--- src/rtl/writeback_arbiter_if.sv ---
// Result-channel bundle shared by the pipeline and the variable-latency
// units. Channel k occupies bit k of the valid/ready vectors and the k-th
// REG_AW / XLEN wide field of the address and data vectors.
interface writeback_arbiter_if #(
  parameter int NUM_SRC = 3,
  parameter int XLEN    = 32,
  parameter int REG_AW  = 5
);
  logic [NUM_SRC-1:0]        src_valid;
  logic [NUM_SRC-1:0]        src_ready;
  logic [NUM_SRC*REG_AW-1:0] src_rd_addr;
  logic [NUM_SRC*XLEN-1:0]   src_data;

  // Producer side: presents results and watches ready.
  modport master (
    output src_valid,
    output src_rd_addr,
    output src_data,
    input  src_ready
  );

  // Arbiter side: consumes results and grants ready.
  modport slave (
    input  src_valid,
    input  src_rd_addr,
    input  src_data,
    output src_ready
  );
endinterface

--- src/rtl/writeback_arbiter.sv ---
// Writeback arbiter: merges the in-order pipeline (channel 0) with buffered
// variable-latency units (channels 1..NUM_SRC-1) onto one register-file
// write port. The pipeline always has priority; side channels drain their
// FIFOs round-robin whenever the pipeline slot is free.
module writeback_arbiter #(
  parameter int XLEN      = 32,
  parameter int NUM_SRC   = 3,
  parameter int REG_AW    = 5,
  parameter int BUF_DEPTH = 2
) (
  input  logic                       clk,
  input  logic                       reset,
  writeback_arbiter_if.slave         src,
  output logic                       W_reg_write,
  output logic [REG_AW-1:0]          W_rd_addr,
  output logic [XLEN-1:0]            W_rd,
  output logic [XLEN-1:0]            W_forward_result,
  output logic [$clog2(NUM_SRC)-1:0] W_src_id,
  output logic [2**REG_AW-1:0]       pending_mask
);

  localparam int SW    = $clog2(NUM_SRC);
  localparam int PW    = (BUF_DEPTH > 1) ? $clog2(BUF_DEPTH) : 1;
  localparam int CW    = $clog2(BUF_DEPTH + 1);
  localparam int NREG  = 2**REG_AW;
  localparam int NSIDE = NUM_SRC - 1;

  // Per-channel views of the flattened input bus.
  logic [NUM_SRC-1:0][REG_AW-1:0] ch_addr;
  logic [NUM_SRC-1:0][XLEN-1:0]   ch_data;

  // Per-channel FIFO status and heads. Channel 0 has no FIFO; its slots are
  // tied off so the arbiter can index all channels uniformly.
  logic [NUM_SRC-1:0]             ready;
  logic [NUM_SRC-1:0]             empty;
  logic [NUM_SRC-1:0]             push;
  logic [NUM_SRC-1:1]             pop;
  logic [NUM_SRC-1:0][REG_AW-1:0] head_addr;
  logic [NUM_SRC-1:0][XLEN-1:0]   head_data;
  logic [NUM_SRC-1:0][NREG-1:0]   chan_mask;

  logic          pipe_win;
  logic          grant_valid;
  logic [SW-1:0] grant_id;
  logic [SW-1:0] rr_reg;

  assign ch_addr       = src.src_rd_addr;
  assign ch_data       = src.src_data;
  assign src.src_ready = ready;

  // Circular-buffer pointer step; wraps explicitly so non-power-of-two
  // depths would also behave.
  function automatic logic [PW-1:0] ptr_inc(input logic [PW-1:0] p);
    return (p == PW'(BUF_DEPTH - 1)) ? '0 : p + PW'(1);
  endfunction

  // Side channel visited at scan position off, starting at pointer start
  // and wrapping from NUM_SRC-1 back to 1 (channel 0 is never scanned).
  function automatic int scan_chan(input int start, input int off);
    return ((start - 1 + off) % NSIDE) + 1;
  endfunction

  genvar gi;
  generate
    for (gi = 0; gi < NUM_SRC; gi++) begin : g_chan
      if (gi == 0) begin : g_pipe
        // The pipeline is always ready; an x0 result is swallowed and
        // does not claim the write port.
        assign ready[gi]     = 1'b1;
        assign empty[gi]     = 1'b1;
        assign push[gi]      = src.src_valid[gi] && (ch_addr[gi] != '0);
        assign head_addr[gi] = '0;
        assign head_data[gi] = '0;
        assign chan_mask[gi] = '0;
      end else begin : g_fifo
        logic [REG_AW-1:0]    addr_mem [BUF_DEPTH];
        logic [XLEN-1:0]      data_mem [BUF_DEPTH];
        logic [BUF_DEPTH-1:0] live_reg;
        logic [PW-1:0]        wr_ptr_reg;
        logic [PW-1:0]        rd_ptr_reg;
        logic [CW-1:0]        count_reg;
        logic [NREG-1:0]      live_mask;

        // Ready depends on registered occupancy only, so a pop in the same
        // cycle does not make room for a push into a full FIFO.
        assign ready[gi]     = (count_reg != CW'(BUF_DEPTH));
        assign empty[gi]     = (count_reg == '0);
        // x0 results complete the handshake but are never stored.
        assign push[gi]      = src.src_valid[gi] && ready[gi] && (ch_addr[gi] != '0);
        assign pop[gi]       = !pipe_win && grant_valid && (grant_id == SW'(gi));
        assign head_addr[gi] = addr_mem[rd_ptr_reg];
        assign head_data[gi] = data_mem[rd_ptr_reg];

        // Pointer, occupancy and live-entry bookkeeping; reset discards
        // everything buffered, even mid-drain.
        always_ff @(posedge clk or posedge reset) begin
          if (reset) begin
            wr_ptr_reg <= '0;
            rd_ptr_reg <= '0;
            count_reg  <= '0;
            live_reg   <= '0;
          end else begin
            if (push[gi]) wr_ptr_reg <= ptr_inc(wr_ptr_reg);
            if (pop[gi])  rd_ptr_reg <= ptr_inc(rd_ptr_reg);
            case ({push[gi], pop[gi]})
              2'b10:   count_reg <= count_reg + CW'(1);
              2'b01:   count_reg <= count_reg - CW'(1);
              default: count_reg <= count_reg;
            endcase
            // Push and pop never hit the same slot: a pop needs count>=1
            // and a push needs count<depth, so the pointers differ.
            for (int e = 0; e < BUF_DEPTH; e++) begin
              if (push[gi] && (wr_ptr_reg == PW'(e))) begin
                live_reg[e] <= 1'b1;
              end else if (pop[gi] && (rd_ptr_reg == PW'(e))) begin
                live_reg[e] <= 1'b0;
              end
            end
          end
        end

        // Payload storage; validity lives in live_reg, so no reset needed.
        always_ff @(posedge clk) begin
          if (push[gi]) begin
            addr_mem[wr_ptr_reg] <= ch_addr[gi];
            data_mem[wr_ptr_reg] <= ch_data[gi];
          end
        end

        // Every live entry marks its destination register as pending.
        always_comb begin
          live_mask = '0;
          for (int e = 0; e < BUF_DEPTH; e++) begin
            if (live_reg[e]) live_mask[addr_mem[e]] = 1'b1;
          end
        end

        assign chan_mask[gi] = live_mask;

        // Issue logic must never send a second write to a register that is
        // still buffered, otherwise writeback order would be lost.
        a_no_dup_pending: assert property (
          @(posedge clk) disable iff (reset)
          push[gi] |-> !pending_mask[ch_addr[gi]]
        );
      end
    end
  endgenerate

  assign pipe_win = push[0];

  // Round-robin pick among non-empty side FIFOs starting at rr_reg.
  always_comb begin
    grant_valid = 1'b0;
    grant_id    = '0;
    for (int off = 0; off < NSIDE; off++) begin
      if (!grant_valid && !empty[SW'(scan_chan(int'(rr_reg), off))]) begin
        grant_valid = 1'b1;
        grant_id    = SW'(scan_chan(int'(rr_reg), off));
      end
    end
  end

  // Fairness pointer moves past a side channel only when it really wrote.
  always_ff @(posedge clk or posedge reset) begin
    if (reset) begin
      rr_reg <= SW'(1);
    end else if (!pipe_win && grant_valid) begin
      rr_reg <= (grant_id == SW'(NSIDE)) ? SW'(1) : grant_id + SW'(1);
    end
  end

  // Registered write port: pipeline first, else the FIFO grant, else idle
  // with address/data held.
  always_ff @(posedge clk or posedge reset) begin
    if (reset) begin
      W_reg_write <= 1'b0;
      W_rd_addr   <= '0;
      W_rd        <= '0;
      W_src_id    <= '0;
    end else if (pipe_win) begin
      W_reg_write <= 1'b1;
      W_rd_addr   <= ch_addr[0];
      W_rd        <= ch_data[0];
      W_src_id    <= '0;
    end else if (grant_valid) begin
      W_reg_write <= 1'b1;
      W_rd_addr   <= head_addr[grant_id];
      W_rd        <= head_data[grant_id];
      W_src_id    <= grant_id;
    end else begin
      W_reg_write <= 1'b0;
    end
  end

  assign W_forward_result = W_rd;

  // Pending set is the union of every channel's live FIFO destinations.
  always_comb begin
    pending_mask = '0;
    for (int k = 0; k < NUM_SRC; k++) begin
      pending_mask = pending_mask | chan_mask[k];
    end
  end

endmodule
--- src/flat_wrapper.sv ---
// flat-port wrapper written by rule: the top's interface ports become plain ports
module writeback_arbiter_flat 
#(
  parameter int XLEN      = 32,
  parameter int NUM_SRC   = 3,
  parameter int REG_AW    = 5,
  parameter int BUF_DEPTH = 2
)
  (clk, reset, W_reg_write, W_rd_addr, W_rd, W_forward_result, W_src_id, pending_mask, src_src_valid, src_src_rd_addr, src_src_data, src_src_ready);
  writeback_arbiter_if #(.NUM_SRC(NUM_SRC), .XLEN(XLEN), .REG_AW(REG_AW)) src_i ();
  input  logic clk;
  input  logic reset;
  output logic W_reg_write;
  output logic [REG_AW-1:0] W_rd_addr;
  output logic [XLEN-1:0] W_rd;
  output logic [XLEN-1:0] W_forward_result;
  output logic [$clog2(NUM_SRC)-1:0] W_src_id;
  output logic [2**REG_AW-1:0] pending_mask;
  input wire logic [$bits(src_i.src_valid)-1:0] src_src_valid;
  input wire logic [$bits(src_i.src_rd_addr)-1:0] src_src_rd_addr;
  input wire logic [$bits(src_i.src_data)-1:0] src_src_data;
  output wire logic [$bits(src_i.src_ready)-1:0] src_src_ready;
  assign src_i.src_valid = src_src_valid;
  assign src_i.src_rd_addr = src_src_rd_addr;
  assign src_i.src_data = src_src_data;
  assign src_src_ready = src_i.src_ready;
  writeback_arbiter #(.XLEN(XLEN), .NUM_SRC(NUM_SRC), .REG_AW(REG_AW), .BUF_DEPTH(BUF_DEPTH)) u_core (.clk(clk), .reset(reset), .src(src_i), .W_reg_write(W_reg_write), .W_rd_addr(W_rd_addr), .W_rd(W_rd), .W_forward_result(W_forward_result), .W_src_id(W_src_id), .pending_mask(pending_mask));
endmodule
--- config.mk ---
export PLATFORM = sky130hd
export DESIGN_NAME = writeback_arbiter_flat
export DESIGN_NICKNAME = d
export VERILOG_FILES = /design/src/rtl/writeback_arbiter_if.sv /design/src/rtl/writeback_arbiter.sv /design/src/flat_wrapper.sv
export SDC_FILE = /design/constraint.sdc
export NUM_CORES = 1
export LEC_CHECK = 0
export CORE_MARGIN = 4
export CORE_UTILIZATION = 25
export DETAILED_ROUTE_END_ITERATION = 10
export GPL_TIMING_DRIVEN = 0
export PLACE_DENSITY = 0.46
export SYNTH_ARGS = -nofsm -noshare
export SYNTH_HDL_FRONTEND = slang
export SYNTH_SLANG_ARGS = --single-unit
--- constraint.sdc ---
create_clock -name clk -period 8.62 [get_ports clk]
set_input_delay 1.293 -clock clk [delete_from_list [all_inputs] [get_ports clk]]
set_output_delay 1.293 -clock clk [all_outputs]
set_load 0.1 [all_outputs]
# Word level (Yosys, flattened, before mapping)

Memory sizes are Yosys's and may differ from the RTL's.
Index checks and enable logic that the tools add are counted.

Register bits after elaboration: 54
RAM bits: 148
Input bits: 116
Output and inout bits: 107
Word-level logic and storage cells: 148
Memories kept: 4

Add/subtract/negate cells: 13
Magnitude comparators: 11
Equal/unequal tests: 8
Muxes and demuxes: 53
Bitwise logic cells: 9
Reduce and logical (&&, ||, !) cells: 35

Memories:

| memory                           | depth | bits a word | rd ports | clocked after memory_dff | write ports | line                    | text |
|---|---|---|---|---|---|---|---|
| u_core.g_chan[1].g_fifo.data_mem | 2     | 32          | 1        | 0                        | 1           | writeback_arbiter.sv:77 | `logic [XLEN-1:0] data_mem [BUF_DEPTH];` |
| u_core.g_chan[2].g_fifo.data_mem | 2     | 32          | 1        | 0                        | 1           | writeback_arbiter.sv:77 |  |
| u_core.g_chan[1].g_fifo.addr_mem | 2     | 5           | 3        | 0                        | 1           | writeback_arbiter.sv:76 | `logic [REG_AW-1:0] addr_mem [BUF_DEPTH];` |
| u_core.g_chan[2].g_fifo.addr_mem | 2     | 5           | 3        | 0                        | 1           | writeback_arbiter.sv:76 |  |

Operators by type and width:

| kind                                                               | count |
|---|---|
| two-way mux 32 bit                                                 | 7 |
| bitwise OR 32 bit                                                  | 3 |
| binary-select mux 32 bit (select 2 bit)                            | 1 |
| adder 32 x 2 -> 32 bit (second input constant)                     | 1 |
| two-way mux 1 bit                                                  | 28 |
| < comparator 5 x 6 -> 1 bit (second input constant)                | 4 |
| logical AND 1 bit                                                  | 21 |
| demux 1 bit (select 5 bit)                                         | 4 |
| greater-or-equal comparator 5 x 1 -> 1 bit (second input constant) | 4 |
| two-way mux 5 bit                                                  | 3 |
| nonzero test 5 bit                                                 | 3 |
| nonzero test 2 bit                                                 | 7 |
| binary-select mux 5 bit (select 2 bit)                             | 1 |
| two-way mux 2 bit                                                  | 5 |
| < comparator 2 x 4 -> 1 bit (second input constant)                | 2 |
| case mux 2 bit (2 select lines)                                    | 2 |
| adder 2 x 1 -> 2 bit (second input constant)                       | 3 |
| == test 2 x 1 -> 1 bit (second input constant)                     | 3 |
| == test 2 bit (second input constant)                              | 3 |
| adder 1 bit (second input constant)                                | 4 |
| adder 2 bit (second input constant)                                | 2 |
| binary-select mux 1 bit (select 2 bit)                             | 2 |
| logical NOT 2 bit                                                  | 2 |
| inequality test 2 bit (second input constant)                      | 2 |
| 6 further kinds                                                    | 12 |

# Depth between registers and ports, before layout

Gate-level depths: netlist of the first run.

Depth after elaboration: 15
Depth in mapped cells: 8

# Worst setup path before layout of the first run

Ideal clock, no wire load.

Path type: register to output
From: memory u_core.g_chan[1].g_fifo.addr_mem[0][0]
To: output port pending_mask[28]
Data arrival time: 2.632 ns
Required time: 7.327 ns
Slack: 4.695 ns
Stages on the path, launching flop included: 4
Cells stage by stage: edfxtp_1 > or3b_2 > clkbuf_1 > o221ai_1

RTL lines:

| what            | line                    | text |
|---|---|---|
| start, declared | writeback_arbiter.sv:76 |  |
| end, declared   | flat_wrapper.sv:18      | `output logic [2**REG_AW-1:0] pending_mask;` |

# Final worst setup path of the first run

From: register u_core.g_chan[1].g_fifo.live_reg[1]
To: output port pending_mask[0]

Longest elaborated chain between the ends: 2

Ends and longest elaborated chain:

| what                            | line                     | text |
|---|---|---|
| start, declared                 | writeback_arbiter.sv:78  | `logic [BUF_DEPTH-1:0] live_reg;` |
| start signal, assigned          | writeback_arbiter.sv:101 | `live_reg <= '0;` |
| start signal, assigned by index | writeback_arbiter.sv:114 | `live_reg[e] <= 1'b1;` |
| start signal, assigned by index | writeback_arbiter.sv:116 | `live_reg[e] <= 1'b0;` |
| two-way mux 32 bit              | writeback_arbiter.sv:134 | `if (live_reg[e]) live_mask[addr_mem[e]] = 1'b1;` |
| bitwise OR 32 bit               | writeback_arbiter.sv:202 | `pending_mask = pending_mask \| chan_mask[k];` |

Every way passes these cells.

==> flow_metrics.env, run 1 <==
export IMPL_tritoncts_num_sinks=202
export IMPL_post_route_drc_count=0
export IMPL_critical_path_fanout_max=7
export IMPL_timing_hold_worst_class="flip-flop to flip-flop"
export IMPL_core_mm2=0.03679
export IMPL_grt_pass1_wl_um=46490
export IMPL_grtUsageTotal_pct=14.73
export IMPL_cts_resized=0
export IMPL_critPathKind="flip-flop to output port"
export IMPL_detailedPlacementHpwl_um=22470
export IMPL_synth_cell_area_mm2=0.009369
export IMPL_design_portCount=223
export IMPL_syn_area_per_cell_um2=13.09
export IMPL_timing_critical_path_required_ns=7.33
export IMPL_final_layout_size_suffix_gt1_share_pct=14.68
export IMPL_unrepaired_setup_endpoints_after_global_routing="false"
export IMPL_min_period_ns=4.740
export IMPL_grt_max_degree=55
export IMPL_ctsHtreeMaxLevel=1
export IMPL_first_global_vias=7273
export IMPL_largest_register_ff_count=128
export IMPL_ctsRootBufferMaster="sky130_fd_sc_hd__clkbuf_16"
export IMPL_slew_violations=0
export IMPL_yosys_cell_types_count=50
export IMPL_synthesis_nets=834
export IMPL_detail_route_antenna_nets=0
export IMPL_finalSetupViolations=0
export IMPL_cts_max_path_buffers=3
export IMPL_regMostFlops="u_core.g_chan.g_fifo.data_mem"
export IMPL_chip_width_um=201.6
export IMPL_worstMarginPinSlew_ns=1.098
export IMPL_wl_per_cell_um=21.60
export IMPL_port_buffers=221
export IMPL_die_y_um=201.6
export IMPL_cts_hold_buffers=0
export IMPL_setup_tns_final_ns=0
export IMPL_drt_pass1_iter_count=5
export IMPL_dp_cells=1409
export IMPL_postSynthRegisterBits=202
export IMPL_grt_overflow_total=0
export IMPL_tritoncts="yes"
export IMPL_num_vias=7062
export IMPL_initial_utilization_pct=25.47
export IMPL_design_die_area_mm2=0.04064
export IMPL_synthCells=716
export IMPL_maxCapViolCount=0
export IMPL_gp_routability_congestion=0.9009
export IMPL_grt_antenna_before_repair=7
export IMPL_design_final_nets=1084
export IMPL_worstPathArrival_ns=3.45
export IMPL_initialDrtViolationCount=515
export IMPL_core_rowCount=70
export IMPL_ys_flop_type="sky130_fd_sc_hd__edfxtp_1"
export IMPL_most_frequent_cells_in_the_layout="sky130_fd_sc_hd__clkdlybuf4s50_1 (221), sky130_fd_sc_hd__edfxtp_1 (148), sky130_fd_sc_hd__mux2i_1 (74)"
export IMPL_worst_setup_hold_path_clk_slew_ns=0.06
export IMPL_startpoint_type="flip-flop"
export IMPL_cp_capture_type="output port"
export IMPL_outcome="finished, final reports clean"
export IMPL_synthesis_warning_total=0
export IMPL_clk_insertion_delay_late_ns=0.50
export IMPL_postRouteWirelength_um=31310
export IMPL_tightest_slew_margin_relative_to_the_limit_pct=26.66
export IMPL_number_of_enable_type_register_cells_in_the_synthesized_netlist=148
export IMPL_mostFrequentLayoutCell="sky130_fd_sc_hd__clkdlybuf4s50_1"
export IMPL_cts_setup_buffers=0
export IMPL_asyncSetResetFlopFracSynth_pct=26.73
export IMPL_fin_crit_sh_pct=54.99
export IMPL_avgViaCountPerCell=4.870
export IMPL_inserted_clock_buffers=23
export IMPL_fmax_mhz=211.0
export IMPL_ys_seq_area_share_pct=61.87
export IMPL_layout_cells_non_filler=1450
export IMPL_synthToLayoutAreaGrowth_pct=38.54
export IMPL_report_final_hold_viol_count=0
export IMPL_fin_skew_ns=0.01024
per-layer routing:
metal / share of wire, % / track usage, %
met5: 0.25 / 0
met4: 1.8 / 2.930
met3: 6.5 / 3.948
met2: 48 / 25.04
met1: 43 / 19.02
synthesized netlist by cell type (3+ instances only):
master	count	area share [%]
sky130_fd_sc_hd__xnor2_1	8	0.75
sky130_fd_sc_hd__nor2_1	30	1.2
sky130_fd_sc_hd__edfxtp_1	148	47
sky130_fd_sc_hd__or3_1	3	0.20
sky130_fd_sc_hd__and3b_1	7	0.65
sky130_fd_sc_hd__and3_1	3	0.20
sky130_fd_sc_hd__a221o_1	13	1.4
sky130_fd_sc_hd__inv_1	7	0.28
sky130_fd_sc_hd__buf_6	3	0.36
sky130_fd_sc_hd__a22oi_1	4	0.32
sky130_fd_sc_hd__o21ai_0	54	2.9
sky130_fd_sc_hd__o2bb2ai_1	3	0.28
sky130_fd_sc_hd__o31ai_2	4	0.53
sky130_fd_sc_hd__mux2i_1	74	7.9
sky130_fd_sc_hd__o22a_1	3	0.28
sky130_fd_sc_hd__o221ai_1	14	1.3
sky130_fd_sc_hd__nor2b_1	3	0.20
sky130_fd_sc_hd__nand2b_1	4	0.27
sky130_fd_sc_hd__nand3b_1	14	1.1
sky130_fd_sc_hd__nand3_1	8	0.43
sky130_fd_sc_hd__dfrtp_1	53	14
sky130_fd_sc_hd__or3b_1	3	0.28
sky130_fd_sc_hd__nor3b_1	9	0.72
sky130_fd_sc_hd__a21oi_1	13	0.69
sky130_fd_sc_hd__or3b_2	5	0.47
sky130_fd_sc_hd__clkbuf_1	30	1.2
sky130_fd_sc_hd__o221a_2	34	4.1
sky130_fd_sc_hd__buf_2	13	0.69
sky130_fd_sc_hd__nor3_1	3	0.16
sky130_fd_sc_hd__nand2_1	47	1.9
sky130_fd_sc_hd__o22ai_1	13	0.87
sky130_fd_sc_hd__o21ai_1	26	1.4
sky130_fd_sc_hd__buf_4	35	2.8
path summary, 6_finish.rpt:
path                       slack (ns)                                               end  depth (start not counted)                                              from
hold / removal                   0.52  u_core.g_chan[1].g_fifo.count_reg[1]$_DFFE_PP0P_                          1  u_core.g_chan[1].g_fifo.count_reg[1]$_DFFE_PP0P_
setup / recovery                 3.88                                   pending_mask[0]                          4   u_core.g_chan[1].g_fifo.live_reg[1]$_DFFE_PP0P_
min in group asynchronous        1.30            u_core.W_forward_result[2]$_DFFE_PP0P_                          2                                             reset
max in group asynchronous        6.78                   u_core.W_rd_addr[0]$_DFFE_PP0P_                          2                                             reset
setup reg to reg                 6.44  u_core.g_chan[2].g_fifo.count_reg[1]$_DFFE_PP0P_                          7  u_core.g_chan[2].g_fifo.count_reg[0]$_DFFE_PP0P_
hold reg to reg                  0.52  u_core.g_chan[1].g_fifo.count_reg[1]$_DFFE_PP0P_                          1  u_core.g_chan[1].g_fifo.count_reg[1]$_DFFE_PP0P_
final cells by class:
type	count	area, um^2
Fill cell	3656	23810
Multi-Input combinational cell	425	3098
Clock buffer	30	611.8
Clock inverter	10	86.33
Antenna cell	1	2.502
Tap cell	468	585.6
Buffer	82	478.0
Inverter	7	28.78
Sequential cell	202	5797
Timing Repair Buffer	225	2292
kinds of logic (layout without fill, tap and decap cells):
| logic type | Yosys count | count (layout) | share of synthesized area, % |
|---|---|---|---|
| fa+ha+maj | 2 | 2 | 0.2671 |
| simple gates | 146 | 146 | 8.333 |
| other cells | 1 | 2 | 0.04003 |
| mux | 74 | 74 | 7.906 |
| compound gates | 192 | 192 | 15.26 |
| buf+inv | 89 | 354 | 5.382 |
| flops | 202 | 202 | 61.87 |
| xor+xnor | 10 | 10 | 0.9349 |
worst max-delay path: stages (launching register included):
cell                              delay, ns
sky130_fd_sc_hd__dfrtp_1               0.48
sky130_fd_sc_hd__nor3b_1               0.92
sky130_fd_sc_hd__a22oi_1               0.21
sky130_fd_sc_hd__o221ai_1              0.14
sky130_fd_sc_hd__clkdlybuf4s50_1       1.19
per-stage QoR:
step                      setup slack (ns)  hold WS, ns  util [%]  area, um^2
final                                3.880       0.5166     35.29       12980
after global routing                 3.803       0.5385     35.29       12980
after global placement               2.616       0.5007     33.07       12170
after detailed placement             4.435       0.5073     33.38       12280
after CTS                            3.885       0.5206     35.28       12980
after floorplan                      4.695       0.4718         -        9369
Power of run 1 is left out: the tool's default activity adds up to more than one toggle a clock period on the data nets, which glitch-free logic cannot reach.
==> run 2: changes to the inputs <==
- clock period: 8.62 -> 4.8 ns (I/O delays scaled with it)
==> results of run 2 <==
Same layout as run 1 (identical final DEF). Status: finished, final reports clean.
Main changes from that run: setup slack after placement 4.435 ns -> 1.188 ns; setup slack after layout 3.880 ns -> 0.6327 ns; register-to-register setup slack 6.44 ns -> 2.62 ns
Power of run 2 is left out for the same reason.
==> edit 1: new RTL, config.mk and constraints of run 2 <==
`REG_AW` is set to 5 in 3 places; all go to 4.
--- a/src/rtl/writeback_arbiter_if.sv
+++ b/src/rtl/writeback_arbiter_if.sv
@@ -5,5 +5,5 @@
   parameter int NUM_SRC = 3,
   parameter int XLEN    = 32,
-  parameter int REG_AW  = 5
+  parameter int REG_AW  = 4
 );
   logic [NUM_SRC-1:0]        src_valid;
--- a/src/rtl/writeback_arbiter.sv
+++ b/src/rtl/writeback_arbiter.sv
@@ -6,5 +6,5 @@
   parameter int XLEN      = 32,
   parameter int NUM_SRC   = 3,
-  parameter int REG_AW    = 5,
+  parameter int REG_AW    = 4,
   parameter int BUF_DEPTH = 2
 ) (
--- a/src/flat_wrapper.sv
+++ b/src/flat_wrapper.sv
@@ -4,5 +4,5 @@
   parameter int XLEN      = 32,
   parameter int NUM_SRC   = 3,
-  parameter int REG_AW    = 5,
+  parameter int REG_AW    = 4,
   parameter int BUF_DEPTH = 2
 )
Interface: changed (resized W_rd_addr, pending_mask and src_src_rd_addr); port bits go from 223 to 203. No check against the original RTL was run, so the function may have changed too.
==> edit 1 against run 2 <==
Wire length fell by 21%. Count of clock-buffer cells in the layout down 13. Area after synthesis fell by 10%. Worst setup slack better by 560 ps. Sequential share of layout area up 3.4 points. Critical path depth did not move. Design area decreased by 9.4%. Sequential cell count shrank 5. Largest cell class unchanged. Highest routed layer unchanged.
Power is left out: the tool's default activity adds up to more than one toggle a clock period on the data nets, which glitch-free logic cannot reach.
==> edit 1: results (changes against run 2) <==
Hold path
  • Hold Crit Class: flip-flop to flip-flop (unchanged)

Synth
  • Ys Warns: 0 (unchanged)
  • Register area share after synthesis: 67.0% (was 61.9%)
  • Largest cells by area after synthesis: edfxtp_1 51%, dfrtp_1 15%, mux2_2 9.4% (was edfxtp_1 47%, dfrtp_1 14%, mux2i_1 7.9%)
  • Mux share of post-synthesis cell area: 9.59% (was 7.91%)
  • Adder-Cell Fraction of Synth Area: 0.297% (was 0.267%)
  • Fraction of the mapped netlist area in compound gates: 9.78% (was 15.3%)
  • Post-synth EDFFs: 144 (was 148)
  • Xor/xnor share of the synthesized area: 1.04% (was 0.935%)
  • Post-synth top cells: 144 x edfxtp_1, 78 x nand2_1, 70 x mux2_2, 52 x dfrtp_1, 39 x o22ai_1 (was 148 x edfxtp_1, 74 x mux2i_1, 54 x o21ai_0, 53 x dfrtp_1, 47 x nand2_1)
  • Syn_area_per_cell: 14.1 um2 (was 13.1 um2)
  • Post-synthesis cell type count: 46 (was 50)
  • Async SR Flop Fraction: 26.9% (was 26.7%)
  • Syn_nets: 713 (was 834)

Detailed routing
  • Initial DRC Count: 246 (was 515)
  • First-pass iteration count of the detailed router: 4 (was 5)
  • Drt drc: 0 (unchanged)
  • Via-to-Cell Ratio: 4.50 (was 4.87)
  • Detailed Route WL: 24800 um (was 31300 um)

Worst setup path
  • Crit path largest cell delay: 1130 ps (was 1190 ps)
  • Critical path arrival: 2890 ps (was 3450 ps)
  • CP max FO: 5 (was 7)
  • Worst path slowest cell: clkdlybuf4s50_1 (unchanged)

Global route
  • Via count of the first global-routing pass: 6208 (was 7273)
  • Pin count of the biggest net entering global routing: 30 (was 55)
  • Gr usage total: 13.6% (was 14.7%)
  • Initial antenna violation count: 2 (was 7)
  • Global-route wire length before repair: 37500 um (was 46500 um)

Timing
  • Max_slew headroom: 31.6% (was 26.7%)
  • Max Slew Vio Count: 0 (unchanged)
  • Clock skew: 17.9 ps (was 10.2 ps)

Clock tree
  • Worst-path clk slew: 70 ps
  • H-tree depth: 4 (was 1)
  • Maximum buffer depth of the clock tree: 2 (was 3)
  • Clock Latency Late Sink: 430 ps (was 500 ps)
  • Postcts setup bufs: 0 (unchanged)
  • Post-CTS Resized: 0 (unchanged)
  • CTS root buf: clkbuf_16 (unchanged)
  • CTS Buf Count: 17 (was 23)

Placed design
  • Gpl congestion: 0.881 (was 0.901)
  • Placed cell count: 1246 (was 1409)
  • Post-Place Cell Area: 11100 um2 (was 12300 um2)
  • # port buffers: 201 (was 221)
  • HPWL Detailed: 18100 um (was 22500 um)
  • Pre-CTS setup slack: 1670 ps (was 1190 ps)

Final layout
  • Largest register FFs: 128 (unchanged)
  • Cell Count, Final, Fillers Out: 1280 (was 1450)
  • Fraction of layout cells with a size suffix above 1: 20.1% (was 14.7%)
  • Biggest register: u_core.g_chan.g_fifo.data_mem (unchanged)
  • Nets: 938 (was 1084)

Status
  • Status: finished, final reports clean (unchanged)
## edit 1: cell types whose count changed after synthesis, sizes merged, moves of 13 or more
cell and change:
clkbuf -20, o221a -34, mux2i -72, mux2 +70, nand2 +31, o21ai -79
a31oi +34, nor2 -13, o22ai +26
## edit 1: final timing paths
check,start,endpoint,slack (ps),cells after the start
hold / removal,u_core.W_src_id[0],u_core.W_src_id[0],490,2
hold reg to reg,u_core.W_src_id[0],u_core.W_src_id[0],490,2
setup / recovery,u_core.g_chan[1].g_fifo.addr_mem[1][1],pending_mask[8],1190,4
min in group asynchronous,reset,u_core.W_forward_result[9],700,2
max in group asynchronous,reset,u_core.rr_reg[0],3410,3
setup reg to reg,u_core.rr_reg[0],u_core.g_chan[2].g_fifo.count_reg[1],2560,7
## edit 1: cell type report
| class | count | area [um2] |
|---|---|---|
| antenna | 2 | 5.00 |
| buffer | 58 | 387 |
| clock buffer | 17 | 425 |
| clock inverter | 15 | 209 |
| fill | 3285 | 21100 |
| inverter | 8 | 30.0 |
| multi-input combinational | 335 | 2390 |
| sequential | 197 | 5650 |
| tap | 442 | 553 |
| timing repair buffer | 206 | 2110 |
## edit 1: layer usage
metal	GRT usage (%)	vias to the layer above	wire (um)
met5	0	-	34
met1	17.7	2851	10900
met2	22.3	177	11900
met3	4.51	21	1660
li1	-	2711	-
met4	2.51	4	276
## edit 1: critical path, delay by kind of cell (launching register included)
family	cells	cell delay, ps
and+or+nand+nor	1	550
AOI/OAI and AO/OA	2	340
DFF	1	440
buffers and inverters	1	1130
==> edit 2: new RTL, config.mk and constraints of run 2 <==
Made on the original files. Reset style: synchronous (`reset`), changed in 3 clocked blocks.
--- a/src/rtl/writeback_arbiter.sv
+++ b/src/rtl/writeback_arbiter.sv
@@ -94,5 +94,5 @@
         // Pointer, occupancy and live-entry bookkeeping; reset discards
         // everything buffered, even mid-drain.
-        always_ff @(posedge clk or posedge reset) begin
+        always_ff @(posedge clk) begin
           if (reset) begin
             wr_ptr_reg <= '0;
@@ -163,5 +163,5 @@
 
   // Fairness pointer moves past a side channel only when it really wrote.
-  always_ff @(posedge clk or posedge reset) begin
+  always_ff @(posedge clk) begin
     if (reset) begin
       rr_reg <= SW'(1);
@@ -173,5 +173,5 @@
   // Registered write port: pipeline first, else the FIFO grant, else idle
   // with address/data held.
-  always_ff @(posedge clk or posedge reset) begin
+  always_ff @(posedge clk) begin
     if (reset) begin
       W_reg_write <= 1'b0;
Behaviour: not the same (Yosys sat finds a counterexample within 4 cycles, from zero or initial values and one cycle with reset high; the reset may be asserted at any time).
==> edit 2 against run 2 <==
Area after synthesis grew 2.5%. Design area grew 2.7%. Highest routed layer unchanged. Sequential cell count grew 2. Largest cell class unchanged. Die area grew 2.4%. Register-to-register slack lost 490 ps. Hold slack lost 29 ps. Worst setup slack gained 110 ps. Wire length grew 5.2%.
==> edit 2: results (changes against run 2) <==
Status
  • Status: finished, final reports clean (unchanged)

Synth
  • Syn_nets: 911 (was 834)
  • Adder-Cell Fraction of Synth Area: 0.391% (was 0.267%)

Placed design
  • HPWL Detailed: 24300 um (was 22500 um)
  • Gpl congestion: 0.883 (was 0.901)

Final layout
  • Ant diodes: 0 (was 1)

Global route
  • Via count of the first global-routing pass: 7780 (was 7273)
  • Initial antenna violation count: 2 (was 7)
  • Met2 Track Usage GR: 24.9% (was 25.0%)
  • Met1 usage: 21.5% (was 19.0%)

Clock tree
  • CTS Buf Count: 24 (was 23)

Detailed routing
  • Initial DRC Count: 433 (was 515)
  • Met2 routed WL: 15300 um (was 15100 um)
  • Via-to-Cell Ratio: 4.83 (was 4.87)
  • Wire length per cell: 21.0 um (was 21.6 um)
  • Detailed Route WL: 32900 um (was 31300 um)
  • First-pass iteration count of the detailed router: 7 (was 5)
  • Met3 WL: 2020 um (was 2050 um)

Hold path
  • Worst hold start: u_core.g_chan[1].g_fifo.wr_ptr_reg (was u_core.g_chan[1].g_fifo.count_reg[1])
  • WHS Path Cells: 2 (was 1)
  • Worst hold endpoint: u_core.g_chan[1].g_fifo.wr_ptr_reg (was u_core.g_chan[1].g_fifo.count_reg[1])

Worst setup path
  • R2r setup slk: 2130 ps (was 2620 ps)
  • Reg2reg start: u_core.g_chan[1].g_fifo.count_reg[0] (was u_core.g_chan[2].g_fifo.count_reg[0])
  • Critical path arrival: 3340 ps (was 3450 ps)

Timing
  • Max_slew headroom: 27.4% (was 26.7%)
[edit 2: cell type report]
| cell class | count | share of cell area [%] |
|---|---|---|
| well taps | 511 | 4.80 |
| clock buffers | 32 | 5.19 |
| clock inverters | 12 | 0.742 |
| multi-input cells | 484 | 26.1 |
| inverters | 9 | 0.253 |
| plain buffers | 95 | 4.01 |
| repair buffers | 224 | 17.1 |
| flip-flops and latches | 204 | 41.8 |
[edit 2: power by group]
| part | switching, mW | internal [mW] |
|---|---|---|
| Clock | 0.738 | 1.07 |
| Sequential | 0.107 | 2.13 |
| Combinational | 1.72 | 0.698 |
| Total | 2.56 | 3.90 |
[edit 2: worst max-delay path, delay by kind of cell, from the launching register on]
family                 cells  cell delay, ps
and+or+nand+nor            1             690
buffers and inverters      2            1520
DFF                        1             300
AOI/OAI and AO/OA          2             310
[edit 2: metrics by stage]
step | hold slack (ps) | TNS (ps)
floorplan | 458 | 0
global placement | 477 | -27710
detailed placement | 479 | 0
CTS | 489 | 0
global route | 519 | 0
finish | 487 | 0
[edit 2: how the worst max path moves through the flow]
stage,start,endpoint,cells after the start
3_3_place_gp,src_src_rd_addr[10],u_core.g_chan[2].g_fifo.data_mem[1][7],4
4_1_cts,u_core.g_chan[1].g_fifo.live_reg[1],pending_mask[28],5
3_5_place_dp,src_src_rd_addr[3],u_core.g_chan[2].g_fifo.count_reg[1],9
2_1_floorplan,u_core.g_chan[2].g_fifo.count_reg[0],u_core.g_chan[2].g_fifo.addr_mem[0][0],3
5_1_grt,u_core.g_chan[1].g_fifo.live_reg[1],pending_mask[28],5
6_report,u_core.g_chan[1].g_fifo.live_reg[1],pending_mask[28],5
